## src/rtl/divider_pkg.sv

```systemverilog
// Shared types and constants for the sequential divider.
package divider_pkg;

  typedef enum logic [1:0] {
    IDLE = 2'd0,
    CALC = 2'd1,
    DONE = 2'd2
  } state_t;

  // Counter holds DWIDTH-1 down to 0.
  function automatic int cnt_width(input int dwidth);
    return (dwidth < 2) ? 1 : $clog2(dwidth);
  endfunction

  // Quotient reported on divide-by-zero; sliced to DWIDTH by the user.
  localparam logic [63:0] DIV_ZERO_QUOT = '1;

endpackage

```

## src/rtl/divider_seq_div_sub_step.sv

```systemverilog
// One restoring-division step: (W+1)-bit trial subtract, MSB of the result is the borrow.
module div_sub_step #(
  parameter int W = 4
) (
  input  logic [W:0]   minuend,
  input  logic [W-1:0] subtrahend,
  output logic [W-1:0] diff,
  output logic         borrow
);

  logic [W:0] full;

  assign full   = minuend - {1'b0, subtrahend};
  assign diff   = full[W-1:0];
  assign borrow = full[W];

endmodule

```

## src/rtl/divider_seq.sv

```systemverilog
// Iterative restoring divider, one quotient bit per cycle, valid/ready on both sides.
// Define DIVIDER_SIGNED_EN to honour signed_sel (two's-complement divide with overflow flag).
module divider_seq
  import divider_pkg::*;
#(
  parameter int DWIDTH = 4
) (
  input  logic              clk,
  input  logic              rst,
  input  logic              in_valid,
  output logic              in_ready,
  input  logic [DWIDTH-1:0] a,
  input  logic [DWIDTH-1:0] b,
  input  logic              signed_sel,
  output logic              out_valid,
  input  logic              out_ready,
  output logic [DWIDTH-1:0] quotient,
  output logic [DWIDTH-1:0] remainder,
  output logic              div_zero,
  output logic              overflow
);

  localparam int CW = cnt_width(DWIDTH);

  state_t            state, state_nxt;
  logic [DWIDTH-1:0] rem_q, dvd_q, dvs_q;
  logic [CW-1:0]     cnt;
  logic [DWIDTH-1:0] a_mag, b_mag;
  logic              is_ovf, b_zero;
  logic [DWIDTH-1:0] step_q, step_r, step_diff, q_fix, r_fix;
  logic [DWIDTH:0]   minuend;
  logic              step_borrow;

  assign in_ready  = (state == IDLE);
  assign out_valid = (state == DONE);
  assign b_zero    = (b == '0);

`ifdef DIVIDER_SIGNED_EN
  localparam logic [DWIDTH-1:0] MOST_NEG = {1'b1, {(DWIDTH-1){1'b0}}};
  logic a_neg, b_neg, neg_q, neg_r;

  always_comb begin
    a_neg  = signed_sel & a[DWIDTH-1];
    b_neg  = signed_sel & b[DWIDTH-1];
    // Negating MOST_NEG yields itself, which is its correct unsigned magnitude.
    a_mag  = a_neg ? -a : a;
    b_mag  = b_neg ? -b : b;
    is_ovf = signed_sel && (a == MOST_NEG) && (b == '1);
    q_fix  = neg_q ? -step_q : step_q;
    r_fix  = neg_r ? -step_r : step_r;
  end

  always_ff @(posedge clk) begin
    if (rst) begin
      neg_q <= 1'b0;
      neg_r <= 1'b0;
    end else if (state == IDLE && in_valid) begin
      neg_q <= a_neg ^ b_neg;
      neg_r <= a_neg;
    end
  end
`else
  logic unused_signed_sel;

  assign unused_signed_sel = signed_sel;

  always_comb begin
    a_mag  = a;
    b_mag  = b;
    is_ovf = 1'b0;
    q_fix  = step_q;
    r_fix  = step_r;
  end
`endif

  // Partial remainder stays below the divisor, so one extra bit holds the shifted value.
  assign minuend = {rem_q, dvd_q[DWIDTH-1]};

  div_sub_step #(.W(DWIDTH)) u_step (
    .minuend    (minuend),
    .subtrahend (dvs_q),
    .diff       (step_diff),
    .borrow     (step_borrow)
  );

  assign step_r = step_borrow ? minuend[DWIDTH-1:0] : step_diff;
  assign step_q = {dvd_q[DWIDTH-2:0], ~step_borrow};

  // NOTE: sequential state uses non-blocking assignments so every register samples pre-edge values.
  always_ff @(posedge clk) begin
    if (rst) state <= IDLE;
    else     state <= state_nxt;
  end

  // NOTE: next state defaults to the current state first, so no path can infer a latch.
  always_comb begin
    state_nxt = state;
    case (state)
      IDLE:    if (in_valid) state_nxt = (b_zero || is_ovf) ? DONE : CALC;
      CALC:    if (cnt == '0) state_nxt = DONE;
      DONE:    if (out_ready) state_nxt = IDLE;
      default: state_nxt = IDLE;
    endcase
  end

  always_ff @(posedge clk) begin
    if (rst) begin
      quotient  <= '0;
      remainder <= '0;
      div_zero  <= 1'b0;
      overflow  <= 1'b0;
      rem_q     <= '0;
      dvd_q     <= '0;
      dvs_q     <= '0;
      cnt       <= '0;
    end else begin
      case (state)
        IDLE: if (in_valid) begin
          div_zero <= b_zero;
          overflow <= !b_zero && is_ovf;
          if (b_zero) begin
            quotient  <= DIV_ZERO_QUOT[DWIDTH-1:0];
            remainder <= a;
          end else if (is_ovf) begin
            quotient  <= a;
            remainder <= '0;
          end else begin
            rem_q <= '0;
            dvd_q <= a_mag;
            dvs_q <= b_mag;
            cnt   <= CW'(DWIDTH - 1);
          end
        end
        CALC: begin
          rem_q <= step_r;
          dvd_q <= step_q;
          cnt   <= cnt - 1'b1;
          if (cnt == '0) begin
            quotient  <= q_fix;
            remainder <= r_fix;
          end
        end
        default: ;
      endcase
    end
  end

endmodule

```

## config.mk

```make
export PLATFORM = sky130hd
export DESIGN_NAME = divider_seq
export DESIGN_NICKNAME = d
export VERILOG_FILES = /design/src/rtl/divider_pkg.sv /design/src/rtl/divider_seq_div_sub_step.sv /design/src/rtl/divider_seq.sv
export SDC_FILE = /design/constraint.sdc
export NUM_CORES = 1
export LEC_CHECK = 0
export BUFFER_PORTS_ARGS = -buffer_cell sky130_fd_sc_hd__buf_2
export CORE_UTILIZATION = 57
export CTS_CLUSTER_SIZE = 12
export DETAILED_ROUTE_END_ITERATION = 8
export PLACE_DENSITY = 0.82
export REMOVE_ABC_BUFFERS = 1
export SLEW_MARGIN = 10
export SYNTH_ARGS = -nofsm -noshare
export SYNTH_HDL_FRONTEND = slang
export SYNTH_SLANG_ARGS = --single-unit
```

## constraint.sdc

```tcl
create_clock -name clk -period 4 [get_ports clk]
set_input_delay 0.8 -clock clk [delete_from_list [all_inputs] [get_ports clk]]
set_output_delay 0.8 -clock clk [all_outputs]
set_load 0.1 [all_outputs]
```

After elaboration in Yosys (flattened, before gate mapping):

Cells that the tools add are included.

* flip-flop bits (word level): 25
* input port bits: 13
* output and inout bits: 12
* logic and storage cells: 51

* add/subtract/negate cells: 2
* equality and inequality tests: 7
* muxes and demuxes: 23
* bitwise operators: 2
* reductions and logical operators: 9

Operators with widths (number)
* two-way mux 4 bit: 11
* case mux 4 bit (2 select lines): 4
* two-way mux 2 bit: 6
* AND reduction 3 bit: 3
* inequality test 2 bit (second input constant): 3
* case mux 2 bit (3 select lines): 1
* subtractor 5 x 4 -> 5 bit: 1
* zero test 2 bit: 2
* zero test 4 bit: 1
* inequality test 2 x 1 -> 1 bit (second input constant): 2
* case mux 2 bit (2 select lines): 1
* AND reduction 4 bit: 1
* equality test 2 x 1 -> 1 bit (second input constant): 1
* equality test 2 bit (second input constant): 1
* NOT 1 bit: 2
* AND reduction 2 bit: 1
* nonzero test 2 bit: 1
* subtractor 2 x 1 -> 2 bit (second input constant): 1

Depth between registers and ports, before layout:

* depth after elaboration: 4
* gate-level depth with buffers: 8

Hierarchy:

Synthesis repeated with hierarchy kept, for this count alone.

* cell total of the unflattened synthesis: 155
* area total of the unflattened synthesis: 1350.0 um^2

By module, submodules not included
* divider_seq: instances 1, cells an instance 136, area each 1201.2 um^2, seq. area each 500.5 um^2
* div_sub_step: instances 1, cells an instance 19, area each 148.9 um^2, seq. area each 0.0 um^2

Worst setup path after synthesis:

OpenSTA, ideal clock, no wires.

* path kind: reg2out
* from: register state[1]
* to: output port out_valid
* arrival time: 1.844 ns
* required time: 3.200 ns
* slack: 1.356 ns
* cell stages (with the launch flop): 2
* cell sequence: dfxtp_1 > nor2b_1

* word-level cells in the longest chain between the ends: 1

Ends and longest elaborated chain
* from (decl): RTL line divider_seq.sv:25 `state_t state, state_nxt;`
* from (signal assigned): RTL line divider_seq.sv:92 `else state <= state_nxt;`
* equality test 2 bit: RTL line divider_seq.sv:35 `assign out_valid = (state == DONE);`
* to (decl): RTL line divider_seq.sv:15 `output logic out_valid,`

Every way passes these cells.

Final worst setup path:

* from: register dvd_q[3]
* to: register remainder[2]

* word-level cells in the longest chain between the ends: 4

Ends and longest elaborated chain
* from (decl): RTL line divider_seq.sv:26 `logic [DWIDTH-1:0] rem_q, dvd_q, dvs_q;`
* from (signal assigned): RTL line divider_seq.sv:129 `dvd_q <= a_mag;`
* from (signal assigned): RTL line divider_seq.sv:136 `dvd_q <= step_q;`
* subtractor 5 x 4 -> 5 bit: RTL line divider_seq_div_sub_step.sv:13 `assign full = minuend - {1'b0, subtrahend};`
* two-way mux 4 bit: RTL line divider_seq.sv:86 `assign step_r = step_borrow ? minuend[DWIDTH-1:0] : step_diff;`
* two-way mux 4 bit: RTL line divider_seq.sv:138 `if (cnt == '0) begin`
* case mux 4 bit (2 select lines): RTL line divider_seq.sv:117 `case (state)`
* to (signal assigned): RTL line divider_seq.sv:140 `remainder <= r_fix;`
* to (decl): RTL line divider_seq.sv:18 `output logic [DWIDTH-1:0] remainder,`

Every way passes these cells. The select of a mux whose other input is x is not followed.
A chain may end at the register's enable or synchronous reset.

==> run_results.csv <==
group,metric,value,unit
synth,synth_top_cell_area_share,39.3,%
synth,syn_area,0.00127,mm^2
clocking,cts_hold_buffers,0,
clocking,clock_latency,320,ps
worst_setup_path,r2r-start,"dvd_q[3]",
worst_setup_path,reg2reg_slack,1710,ps
final_layout,final_nets,188,
die,dieHeight,49.3,um
worst_setup_path,worst-path-max-fanout,3,
power,power-per-cell-area,475,mW/mm^2
route,drt_first_pass_iters,4,
die,start_util,62.9,%
final_layout,area_growth,9.73,%
route,wl_per_cell,13.2,um
worst_setup_path,crit_family,"adder cells",
route,via_count,1110,
grt,grt_use_total,24.2,%
sta,setup_tns,0,ps
worst_setup_path,cpPeakStageDelay,410,ps
route,drcViolationCount,0,
clocking,clkSinkCount,25,
sta,tightestPinTransition,935,ps
sta,maxSlewHeadroom,37.4,%
route,initialDrtViolationCount,32,
worst_setup_path,cp.arrival,2530,ps
worst_setup_path,cp_slowest_cell,"mux2_2",
run,drv_cap,0,
sta,finalSetupViolCount,0,
route,drt-total-wl,2.57,mm
sta,fin_worst_skew,6.01,ps
worst_setup_path,cp.depth,8,
status,status,"completed",
sta,drv_slew,0,
worst_setup_path,start_kind,"register",
worst_setup_path,crit_chain,"inv_1 > ha_1 > fa_1 > nand2b_1 > a21oi_4 > xnor2_1 > mux2_2 > a311oi_2",
worst_setup_path,crit_required,4240,ps
synth,yosysTopAreaCell,"dfxtp_1",
worst_setup_path,worstPathBufferInverterCount,1,
grt,antenna_found_initial,0,
min_path,hp-class,"register to register",
sta,fmax,438,MHz
synth,ys_seq_area_share,39.3,%
worst_setup_path,r2r-end,"remainder[2]",
die,fp-row-count,16,
synth,synth_area_leaders,"dfxtp_1 39%, a21oi_1 6.3%, nor2_1 5.9%",
placement,portBuffers,22,
clocking,root_buffer,"clkbuf_4",
synth,synth_seq_cells,25,
min_path,hold_start,"div_zero",
worst_setup_path,crit_path_end_kind,"register",
grt,grt_pass1_wl,4.53,mm
clocking,cts_buffers,3,
worst_setup_path,r2r_cells,8,
placement,gp_congestion,0.784,
synth,synth.avg_cell_area,8.48,um^2
clocking,post-cts-setup-buffer-count,0,
synth,yosysWarnings,0,
synth,synthDistinctLibCells,36,
sta,hold_violations,0,
sta,rsz0062_at_grt,"no",
worst_setup_path,crit_path_end,"remainder[2]",
worst_setup_path,path_class,"register to register",
power,finalPower,663,uW
grt,grt_overflow_total,0,
die,ios,25,
clocking,cts_htree_levels,1,
grt,grt_max_degree,26,
final_layout,utilization,69.1,%
grt,grt_pass1_vias,1082,
sta,holdWs,482,ps
sta,min_period,2290,ps
die,die_width,49.3,um
final_layout,diodes,0,
die,floorplan.core_area,0.00202,mm^2
power,power.leakage,0.000568,uW
final_layout,drive_above_1_share,20.2,%
sta,final.period_utilization,57.1,%
placement,preCtsSetupSlack,1560,ps
route,vias_per_cell,5.69,
route,antenna_left,0,
sta,fin_ws,1710,ps
clocking,cts_tree,"built",
power,ir_drop,0.313,mV
worst_setup_path,setup.worst_path.start,"dvd_q[3]",
synth,netlist_instances,150,
final_layout,nFillCells,181,
clocking,postCtsResizedCells,0,
die,dieArea,0.00243,mm^2
clocking,clk_pin_slew,130,ps
clocking,clockBufferDepth,2,
placement,dp_hpwl,1.92,mm
synth_stat cells (all sizes together):
cell type	number
dfxtp	25
nor2	21
nand2	19
a21oi	18
inv	12
a311oi	7
buf	5
ha	5
nand2b	4
nand3	4
o21ai	4
a22oi	3
clkbuf	3
a221oi	2
a31oi	2
mux2	2
mux2i	2
a21boi	1
a21o	1
conb	1
fa	1
nor2b	1
nor3	1
nor4	1
o211ai	1
o21bai	1
o41ai	1
xnor2	1
xor2	1
worst min-delay path: cells and delay by family (launching register included):
kind | cells | cell delay [ps]
flip-flops | 1 | 330
AO/OA/AOI/OAI | 1 | 60
AND/OR/NAND/NOR | 1 | 50
power by group:
| part | leakage [uW] | internal (uW) | switching [uW] |
|---|---|---|---|
| sequential | 0.000205 | 275 | 18.2 |
| clock | 0.0000150 | 39.0 | 74.3 |
| combinational | 0.000348 | 68.6 | 188 |
area by class of cell:
class                      instances  area [um^2]  area share (%)
clock buffer                       4         26.3            1.88
tap                               27         33.8            2.42
timing repair buffer              22          110            7.89
sequential                        25          500            35.8
multi-input combinational        105          681            48.7
inverter                          12         45.0            3.23
metal layers:
metal  global-route usage (%)  vias up  share of wire [%]
met5                        0        -                  0
met4                     8.33        0               0.82
met3                     3.74        2                5.9
met2                     44.5       29                 50
met1                     27.9      530                 44
li1                         -      549                  -
cells in the final DEF (no fill, tap or decap), types with 2 or more instances in the layout:
| cell type | netlist | routed |
|---|---|---|
| clkbuf_4 | 0 | 3 |
| a21oi_4 | 2 | 2 |
| mux2_2 | 2 | 2 |
| nand3_1 | 3 | 3 |
| nand2b_1 | 4 | 4 |
| a311oi_1 | 6 | 6 |
| ha_1 | 5 | 5 |
| a221oi_1 | 2 | 2 |
| inv_1 | 12 | 12 |
| nor2_1 | 20 | 20 |
| a21oi_1 | 16 | 16 |
| mux2i_1 | 2 | 2 |
| dfxtp_1 | 25 | 25 |
| nand2_1 | 19 | 19 |
| buf_2 | 1 | 22 |
| a22oi_1 | 3 | 3 |
| o21ai_0 | 4 | 4 |
| a31oi_1 | 2 | 2 |
worst min-delay path by stage:
stage	end	slack (ps)	depth (start not counted)
final	div_zero	480	2
after floorplan	cnt[1]	450	2
after global placement	div_zero	440	2
after global routing	div_zero	490	2
after detailed placement	div_zero	460	2
after CTS	div_zero	480	2
metrics by stage:
stage / std cells / instance area (um^2)
6_report: 195 / 1400
5_1_grt: 195 / 1400
4_1_cts: 195 / 1400
3_5_place_dp: 191 / 1370
3_3_place_gp: 191 / 1370
2_1_floorplan: 142 / 1230
flip-flops by register name, summed over array words and instances, names as in the netlist:
signal     flops
div_zero       1
state          2
dvs_q          4
quotient       4
remainder      4
dvd_q          4
cnt            2
rem_q          4
cells by family (layout without fill, tap and decap cells):
family                     Yosys count  count (layout)  synth area share (%)
xor gates and xnor gates             2               2                  1.97
muxes                                4               4                  3.34
adders and majority gates            6               6                  6.49
DFF                                 25              25                  39.3
buffers and inverters               20              38                  7.18
and+or+nand+nor                     51              51                  18.5
other                                1               1                 0.295
AOI/OAI and AO/OA                   41              41                  22.9
Power figures use the tool's default switching activity.
